**src/rtl/seq_divider.sv**
```systemverilog
`default_nettype none
// ============================================================================
// Module   : seq_divider
// Brief    : 8-bit by 4-bit unsigned restoring divider, one quotient bit per
//            clock (MSB first). A zero divisor completes in one cycle with a
//            saturated quotient and a status flag.
// Revision : 1.0 - initial release
// ============================================================================
module seq_divider (
    input  logic       clk,
    input  logic       rst_n,
    input  logic       start,
    input  logic [7:0] dividend,
    input  logic [3:0] divisor,
    output logic [7:0] quotient,
    output logic [3:0] remainder,
    output logic       busy,
    output logic       done,
    output logic       div_by_zero
);

    localparam logic [1:0] c_IDLE = 2'd0;
    localparam logic [1:0] c_CALC = 2'd1;
    localparam logic [1:0] c_DONE = 2'd2;

    logic [1:0] r_state;
    logic [1:0] w_nextState;

    // Dividend bits shift out of the top while quotient bits shift in below,
    // so after eight steps this register holds the quotient.
    logic [7:0] r_dvdShift;
    logic [3:0] r_divisor;
    // Partial remainder between steps is always < divisor, so 4 bits suffice
    // for storage; the 5-bit shifted working value below cannot overflow.
    logic [3:0] r_partRem;
    logic [2:0] r_count;

    logic       w_accept;
    logic       w_lastStep;
    logic [4:0] w_workRem;
    logic       w_fits;
    logic [4:0] w_remStep;

    // Acceptance, last-step detection and one restoring-division step
    always_comb begin
        w_accept   = start && ((r_state == c_IDLE) || (r_state == c_DONE));
        w_lastStep = (r_state == c_CALC) && (r_count == 3'd7);
        w_workRem  = {r_partRem, r_dvdShift[7]};
        w_fits     = (w_workRem >= {1'b0, r_divisor});
        w_remStep  = w_fits ? (w_workRem - {1'b0, r_divisor}) : w_workRem;
    end

    // State register
    always_ff @(posedge clk or negedge rst_n) begin
        if (!rst_n) begin
            r_state <= c_IDLE;
        end else begin
            r_state <= w_nextState;
        end
    end

    // Next-state logic; a zero divisor bypasses CALC entirely
    always_comb begin
        w_nextState = r_state;
        case (r_state)
            c_IDLE: begin
                if (w_accept) begin
                    w_nextState = (divisor == 4'd0) ? c_DONE : c_CALC;
                end
            end
            c_CALC: begin
                if (w_lastStep) begin
                    w_nextState = c_DONE;
                end
            end
            c_DONE: begin
                if (w_accept) begin
                    w_nextState = (divisor == 4'd0) ? c_DONE : c_CALC;
                end else begin
                    w_nextState = c_IDLE;
                end
            end
            default: w_nextState = c_IDLE;
        endcase
    end

    // Status outputs decoded from the registered state
    always_comb begin
        busy = (r_state == c_CALC);
        done = (r_state == c_DONE);
    end

    // Operand capture, iteration datapath and result registers
    always_ff @(posedge clk or negedge rst_n) begin
        if (!rst_n) begin
            r_dvdShift  <= 8'd0;
            r_divisor   <= 4'd0;
            r_partRem   <= 4'd0;
            r_count     <= 3'd0;
            quotient    <= 8'd0;
            remainder   <= 4'd0;
            div_by_zero <= 1'b0;
        end else if (w_accept) begin
            r_dvdShift <= dividend;
            r_divisor  <= divisor;
            r_partRem  <= 4'd0;
            r_count    <= 3'd0;
            if (divisor == 4'd0) begin
                quotient    <= 8'hFF;
                remainder   <= dividend[3:0];
                div_by_zero <= 1'b1;
            end
        end else if (r_state == c_CALC) begin
            r_dvdShift <= {r_dvdShift[6:0], w_fits};
            r_partRem  <= w_remStep[3:0];
            r_count    <= r_count + 3'd1;
            if (w_lastStep) begin
                quotient    <= {r_dvdShift[6:0], w_fits};
                remainder   <= w_remStep[3:0];
                div_by_zero <= 1'b0;
            end
        end
    end

endmodule
`default_nettype wire

```
**config.mk**
```make
export PLATFORM = sky130hd
export DESIGN_NAME = seq_divider
export DESIGN_NICKNAME = d
export VERILOG_FILES = /design/src/rtl/seq_divider.sv
export SDC_FILE = /design/constraint.sdc
export NUM_CORES = 1
export LEC_CHECK = 0
export CORE_MARGIN = 1
export CORE_UTILIZATION = 55
export DETAILED_ROUTE_END_ITERATION = 8
export PLACE_DENSITY = 0.83
export SYNTH_ARGS = -nofsm -noshare
export SYNTH_HDL_FRONTEND = slang
export SYNTH_SLANG_ARGS = --single-unit
```
**constraint.sdc**
```tcl
create_clock -name clk -period 5.7 [get_ports clk]
set_clock_uncertainty 0.2 [all_clocks]
set_input_delay 0.855 -clock clk [delete_from_list [all_inputs] [get_ports clk]]
set_output_delay 0.855 -clock clk [all_outputs]
set_load 0.03 [all_outputs]
```
# After elaboration in Yosys (flattened, before gate mapping)
# Cells that the tools add are included.
[totals] reg_bits=34 inputBits=15 out_inout_bits=15 elab_cells=50
[classes] n_addsub=2 order_cmp=1 eq_ne=6 mux=24 reduce_logical=9
[op_table] operator="two-way mux 8 bit" n=6
[op_table] operator="two-way mux 4 bit" n=7
[op_table] operator="two-way mux 2 bit" n=4
[op_table] operator="two-way mux 3 bit" n=2
[op_table] operator="case mux 2 bit (3 select lines)" n=1
[op_table] operator="greater-or-equal comparator 5 x 4 -> 1 bit" n=1
[op_table] operator="zero test 4 bit" n=1
[op_table] operator="two-way mux 1 bit" n=4
[op_table] operator="!= test 2 x 1 -> 1 bit (second input constant)" n=2
[op_table] operator="nonzero test 2 bit" n=2
[op_table] operator="subtractor 4 bit" n=1
[op_table] operator="adder 3 x 1 -> 3 bit (second input constant)" n=1
[op_table] operator="== test 3 bit (second input constant)" n=1
[op_table] operator="AND reduction 3 bit" n=1
[op_table] operator="== test 2 x 1 -> 1 bit (second input constant)" n=1
[op_table] operator="== test 2 bit (second input constant)" n=1
[op_table] operator="logical AND 1 bit" n=2
[op_table] operator="zero test 2 bit" n=1
[op_table] operator="!= test 2 bit (second input constant)" n=1
[op_table] operator="AND reduction 2 bit" n=1
[op_table] operator="logical OR 1 bit" n=1

# Depth between registers and ports, before layout
# Gate-level depths: netlist of run 1.
[logic_depth] depth_word=5 depth_mapped=8

# Worst setup path before layout of run 1
# OpenSTA, ideal clock, no wires.
[synth_path] path_type="reg-to-output" from="register r_state[1]" to="output port busy" t_arrival_ns=1.073 setup_slack_ns=3.572 stages_incl_launch_ff=5 path_buffers=1 cell_sequence="dfrtp_1 inv_2 nand2_2 inv_2 clkbuf_1"
[synth_via] elab_chain_len=1
[synth_lines] element="start: declaration" line="26" source="logic [1:0] r_state;"
[synth_lines] element="start signal: assignment" line="56" source="r_state <= c_IDLE;"
[synth_lines] element="start signal: assignment" line="58" source="r_state <= w_nextState;"
[synth_lines] element="== test 2 x 1 -> 1 bit" line="89" source="busy = (r_state == c_CALC);"
[synth_lines] element="end: declaration" line="17" source="output logic busy,"
# No other way between the ends.

# Final worst setup path of run 1
[layout_path] from="input port start" to="register quotient[5]"
[layout_via] elab_chain_len=3 elab_cells_between_ends=6 classes_between="eq/ne (1); mux (1); reduce/logical (4)"
[layout_lines] element="start: declaration" line="12" source="input logic start,"
[layout_lines] element="logical AND 1 bit (*)" line="46" source="w_accept = start && ((r_state == c_IDLE) || (r_state == c_DONE));"
[layout_lines] element="!= test 2 x 1 -> 1 bit (no source line) / nonzero test 2 bit (equally long branches)"
[layout_lines] element="AND reduction 3 bit (no source line)"
[layout_lines] element="end signal: assignment" line="118" source="quotient <= {r_dvdShift[6:0], w_fits};"
[layout_lines] element="end: declaration" line="15" source="output logic [7:0] quotient,"
# Mark *: on every way between the ends. The rest lies on a longest branch, timed or not.
# A chain may end at the register's enable or synchronous reset.

==> results by group, run 1 <==
Setup path
  • Worst path max stage delay: approximately 880 ps
  • CP arrival: between 3000 and 4000 ps
  • Startpoint types: input port
  • Crit path capture type: flop
  • CP Data Required Time: just under 6000 ps
  • Crit Path Class: input port to flop
  • Critical-path cell list: clkdlybuf4s50_1, nor2b_2, a22oi_2, inv_2, o21ai_1, nand2_1
  • CP max stage cell: nor2b_2
  • Crit path max fanout: 30

Outcome
  • Status: complete, no violations

Synthesis
  • Post-Syn Instances: between 150 and 200
  • Prevailing post-synth register cell: dfrtp_1
  • Syn nets: 195
  • Post-Synthesis Cell Area: ~1600 um2
  • Async set or reset register ratio after synthesis: 100%
  • Synth warnings: 0
  • Distinct cells, synth: 29
  • Mean Syn Cell Area: ~9.4 um2
  • FF+latch count, synth: 34
  • Number of flops mapped to enable cells by yosys: 0
  • Top cell type's share of synthesized area: 52.4%
  • Sequential area share after synthesis: about 52%
  • Top-count cell post-synth: nand2_1
  • Largest cells by area after synthesis: dfrtp_1 (52%), nand2_1 (9.2%), o21ai_1 (4.9%)
  • Leading area contributor after synthesis: dfrtp_1
  • Top cells by count, synth: nand2_1 (40), dfrtp_1 (34), o21ai_1 (16)

STA
  • Worst rel slew slack: 26.0%
  • RSZ-0062 raised after global routing: false
  • Final Hold Fails: 0
  • Tcrit/Tclk final: around 54%
  • Upper clock frequency limit: about 320 MHz
  • Final Max Slew Viols: 0
  • Period minus WS final: just over 3000 ps
  • Worst-Margin Slew: 1100 ps
  • Setup TNS: 0 ps
  • Final-report setup violation count: 0

Global route
  • Initial antenna violation count: 0
  • Vias in the first global route: 1,348
  • Largest net degree at the start of global routing: 35
  • Global-route wire length before repair: a little over 6000 um
  • GR Util All Layers: 25.1%
  • Gr ovfl total: 0

CTS
  • Clk Tree Root Cell: clkbuf_4
  • Clock transition at the registers of the reported paths: 100 ps
  • Hold-fix buffers, CTS: 0
  • Num Clock Sinks: 34
  • Skew-Pair Late Insertion Delay: 330 ps
  • Cts repair resizes: 0
  • CTS Buf Count: 5
  • CTS H-tree lvls: 2
  • Post-CTS setup buffer count: 0
  • CTS tree: yes
  • CTS max path bufs: 2

Power and ir drop
  • Leak pwr: roughly 0.9 nW
  • Power Density: 658 nW/um2
  • Max VDD drop: 426 uV

Floorplan
  • Initial Util: about three fifths
  • Die Ht: roughly 56 um
  • Std-Cell Rows: 19
  • Core Area: 2780 um2
  • Die X-Extent: 56.3 um
  • IO Pins: 30
  • Die Footprint: roughly 3200 um2

Route
  • Antenna viol nets, final: 0
  • Vias post-DR: ~1,300
  • Mean routed wirelength per cell: ~15 um
  • Wirelength, routed: about 3500 um
  • 1st-pass router iterations: 4
  • 1st-iter DRT viols: 40
  • DRC viols: 0
  • Vias per inst: around 5.7

Placement
  • Inst Count DP: around 230
  • Port Buffers: 29
  • DP HPWL: roughly 2500 um
  • Routability Congestion: 0.876

Run
  • Max cap viols: 0

Final layout
  • Diodes inserted: 0
  • Non-Filler Instances: approximately 230
  • Register area: 851 um2
  • Layout cell share with drive strength beyond 1: under 10%
  • Nets: around 220
  • Area Overhead vs Synth: 21.6%
  • Layout fillers: about 210
  • Multi-input logic area: approximately 700 um2

Worst hold path
  • Hold Crit Class: flop to flop
cells by family after synthesis:
family / Yosys count / synth area share, %
AND/OR/NAND/NOR: 65 / 16.6
AO/OA/AOI/OAI: 45 / 16.9
flip-flops: 34 / 52.4
buffers and inverters: 17 / 4.85
adder cells (fa/ha/maj): 7 / 5.86
multiplexers: 4 / 2.77
XOR/XNOR: 1 / 0.539
registers in the layout, summed over array words and instances (netlist names):
register,flops
remainder,4
r_dvdShift,8
r_count,3
r_state,2
div_by_zero,1
quotient,8
r_partRem,4
r_divisor,4
metal layers:
metal	track usage [%]	up-vias	wire length, um	part of all wire, %
met2	40.6	39	1750	50
met4	10.8	0	55	1.6
met5	0	-	0	0
met3	5.99	7	190	5.5
li1	-	652	-	-
met1	32.2	624	1480	43
final timing paths:
kind                       cells past startpoint                    start                         to  slack [ps]
hold / removal                                 2  quotient[7]$_DFFE_PN0P_    quotient[7]$_DFFE_PN0P_         280
min in group asynchronous                      2                    rst_n   r_divisor[3]$_DFFE_PN0P_         710
max in group asynchronous                      2                    rst_n  r_dvdShift[7]$_DFFE_PN0P_        4280
hold reg to reg                                2  quotient[7]$_DFFE_PN0P_    quotient[7]$_DFFE_PN0P_         280
setup / recovery                               6                    start    quotient[5]$_DFFE_PN0P_        2610
setup reg to reg                               5   r_state[0]$_DFFE_PN0P_    quotient[5]$_DFFE_PN0P_        3180
layout make-up:
cell class	count	area share [%]
timing repair buffer	30	15.1
tap	31	1.96
clock inverter	1	0.253
sequential	34	43.1
clock buffer	7	2.79
multi-input combinational	122	35.3
inverter	8	1.52
critical path, delay by kind of cell:
| kind | cells | cell delay [ps] |
|---|---|---|
| simple gates | 2 | 1020 |
| buf+inv | 2 | 780 |
| compound gates | 2 | 490 |
power breakdown:
group / leakage, nW / internal [W] / switching (W) / total (W)
Clock: 0.0353 / 0.0000598 / 0.0000794 / 0.000139
Combinational: 0.466 / 0.000308 / 0.000419 / 0.000727
Sequential: 0.415 / 0.000359 / 0.0000743 / 0.000433
Total: 0.917 / 0.000726 / 0.000573 / 0.00130
metrics by stage:
step	hold WS [ps]	cell area [um2]	util, %	total power, W	worst slack, ps
after floorplan	250	1620	-	0.000966	3570
after global placement	254	1910	68.8	0.00113	2390
after detailed placement	263	1910	68.8	0.00116	2320
after CTS	289	1970	71.0	0.00130	2670
after global routing	312	1970	71.0	0.00141	2430
final	283	1970	71.0	0.00130	2610
cells in the final DEF, fill, tap and decap left out, types with 2 or more instances in the layout:
cell type,instances
a21oi_1,10
a22o_1,4
a22oi_1,4
a31oi_1,5
a32o_1,2
clkbuf_4,5
clkdlybuf4s50_1,29
dfrtp_1,34
ha_1,6
inv_1,5
inv_2,3
mux2i_1,3
nand2_1,40
nand2b_1,2
nand3_1,2
nor2_1,15
nor3_1,2
o21ai_0,2
o21ai_1,16
(Power assumes the default switching activity.)
==> inputs of run 2 (changes only) <==
--- a/config.mk
+++ b/config.mk
@@ -6,9 +6,9 @@
 export NUM_CORES = 1
 export LEC_CHECK = 0
 export CORE_MARGIN = 1
-export CORE_UTILIZATION = 55
+export CORE_UTILIZATION = 46
 export DETAILED_ROUTE_END_ITERATION = 8
-export PLACE_DENSITY = 0.83
+export PLACE_DENSITY = 0.74
 export SYNTH_ARGS = -nofsm -noshare
 export SYNTH_HDL_FRONTEND = slang
 export SYNTH_SLANG_ARGS = --single-unit
==> constraint.sdc (replaced) <==
create_clock -name clk -period 2.7 [get_ports clk]
set_clock_uncertainty 0.2 [all_clocks]
set_input_delay 0.405 -clock clk [delete_from_list [all_inputs] [get_ports clk]]
set_output_delay 0.405 -clock clk [all_outputs]
set_load 0.03 [all_outputs]
==> results by group, run 2 (synthesized netlist as in run 1, its figures left out) <==
Final layout
  • Non-Filler Instances: approximately 250
  • Nets: approximately 220
  • Commonest non-fill, non-tap cells in the layout: nand2_1 (40), dfrtp_1 (34), clkdlybuf4s50_1 (29)
  • Biggest regs: quotient (8), r_dvdShift (8)
  • Diodes inserted: 0
  • Area Overhead vs Synth: 26.3%
  • Commonest non-fill, non-tap cell in the layout: nand2_1
  • Layout cell share with drive strength beyond 1: approximately 8.9%
  • Design Area, Final: between 2000 and 2500 um2

Setup path
  • Crit path capture type: output port
  • R2r setup slk: ~550 ps
  • Startpoint types: flop
  • Reg2Reg Launch Point: r_dvdShift[7]$_DFFE_PN0P_
  • R2R depth: 7
  • Crit path max fanout: 14
  • R2R Path End: r_partRem[2]$_DFFE_PN0P_
  • Worst setup endpoint: busy
  • CP Data Required Time: about 2100 ps
  • CP arrival: approximately 1900 ps
  • Crit Path Class: flop to output port
  • CP Launch Point: r_state[0]$_DFFE_PN0P_

STA
  • RSZ-0062 raised after global routing: false
  • Worst rel slew slack: between 30% and 40%
  • Tcrit/Tclk final: 93.7%
  • Final Max Slew Viols: 0
  • Period minus WS final: 2530 ps
  • Setup TNS: 0 ps
  • Final Hold Fails: 0
  • Final-report setup violation count: 0
  • Upper clock frequency limit: roughly 400 MHz
  • Worst-Margin Slew: ~920 ps

Global route
  • Global-route wire length before repair: between 5000 and 6000 um
  • Largest net degree at the start of global routing: 35
  • GR Util All Layers: 20.9%
  • Vias in the first global route: between 1,000 and 1,500
  • Gr ovfl total: 0
  • Initial antenna violation count: 0

Floorplan
  • Die Footprint: around 3800 um2
  • IO Pins: 30
  • Core Area: 3360 um2
  • Std-Cell Rows: 21
  • Initial Util: between 40% and 50%
  • Die Ht: approximately 61 um
  • Die X-Extent: around 60 um

Power and ir drop
  • Combinational power share: 51.9%
  • Leak pwr: 0.945 nW
  • Switching power: approximately 0.0012 W
  • Clock power frac: 16.8%
  • Flop pwr share: approximately 31%
  • Internal Pwr Total: ~0.0017 W
  • Power Density: 1430 nW/um2
  • Sw Ratio: about two fifths
  • Max VDD drop: about 730 uV

Placement
  • DP Area: approximately 1900 um2
  • Port Buffers: 29
  • DP HPWL: approximately 2400 um
  • Routability Congestion: around 0.75
  • Inst Count DP: approximately 240

CTS
  • Post-CTS setup buffer count: 0
  • CTS tree: yes
  • CTS H-tree lvls: 2
  • CTS max path bufs: 2
  • Skew-Pair Late Insertion Delay: between 300 and 400 ps
  • Num Clock Sinks: 34
  • CTS Buf Count: 5
  • Cts repair resizes: 0
  • Clock transition at the registers of the reported paths: roughly 110 ps
  • Clk Tree Root Cell: clkbuf_4
  • Hold-fix buffers, CTS: 0

Route
  • Antenna viol nets, final: 0
  • Mean routed wirelength per cell: between 10 and 15 um
  • Vias per inst: 5.26
  • 1st-pass router iterations: 4
  • Vias post-DR: approximately 1,300
  • Wirelength, routed: roughly 3400 um
  • 1st-iter DRT viols: between 70 and 80
  • DRC viols: 0

Outcome
  • Status: complete, no violations

Run
  • Max cap viols: 0

Worst hold path
  • Hold Crit Class: input port to async pin
==> run 2: changes by cell type in the layout (fill, tap and decap cells not counted) <==
| cell | delta |
|---|---|
| buf_4 | +1 |
| clkbuf_1 | -1 |
| bufinv_16 | +2 |
| clkinv_2 | -1 |
==> run 2: through the flow <==
| step | total power, W | util, % | worst slack [ps] | hold WS, ps |
|---|---|---|---|---|
| floorplan | 0.00204 | - | 802 | -90.6 |
| global placement | 0.00239 | 57.7 | 427 | 259 |
| detailed placement | 0.00245 | 57.7 | 374 | 260 |
| CTS | 0.00296 | 61.0 | 154 | 253 |
| global route | 0.00316 | 61.0 | 77.0 | 271 |
| finish | 0.00294 | 61.0 | 170 | 248 |
==> run 2: worst min-delay path by stage <==
stage	from	end	slack, ps
floorplan	rst_n	div_by_zero$_DFFE_PN0P_	-90
global placement	quotient[3]$_DFFE_PN0P_	quotient[3]$_DFFE_PN0P_	260
detailed placement	quotient[3]$_DFFE_PN0P_	quotient[3]$_DFFE_PN0P_	260
CTS	rst_n	r_dvdShift[1]$_DFFE_PN0P_	250
global route	rst_n	quotient[2]$_DFFE_PN0P_	270
finish	rst_n	quotient[1]$_DFFE_PN0P_	250
==> run 2: cell type report <==
class	count	area, um2
fill	298	1310
tap	46	57.6
clock inverter	2	60.1
timing repair buffer	31	305
sequential	34	851
inverter	8	30.0
multi-input combinational	122	697
clock buffer	6	51.3
==> run 2: layer usage <==
layer | track usage (%) | part of all wire (%) | wire length [um]
met3 | 6.30 | 5.0 | 173
met1 | 27.8 | 45 | 1540
met2 | 33.1 | 49 | 1680
met4 | 6.67 | 1.3 | 46
met5 | 0 | 0 | 0
==> run 2: power by group through the flow <==
| stage | logic (W) | registers, W | clock network (W) |
|---|---|---|---|
| 2_1_floorplan | 0.000971 | 0.00107 | 0 |
| 3_3_place_gp | 0.00147 | 0.000917 | 0 |
| 3_5_place_dp | 0.00152 | 0.000929 | 0 |
| 4_1_cts | 0.00154 | 0.000918 | 0.000502 |
| 5_1_grt | 0.00169 | 0.000943 | 0.000526 |
| 6_report | 0.00152 | 0.000917 | 0.000494 |
==> run 2: worst max-delay path: stages (launching register included) <==
cell             delay (ps)
dfrtp_1                 440
nand2_2                 160
inv_2                   260
clkdlybuf4s50_1         730
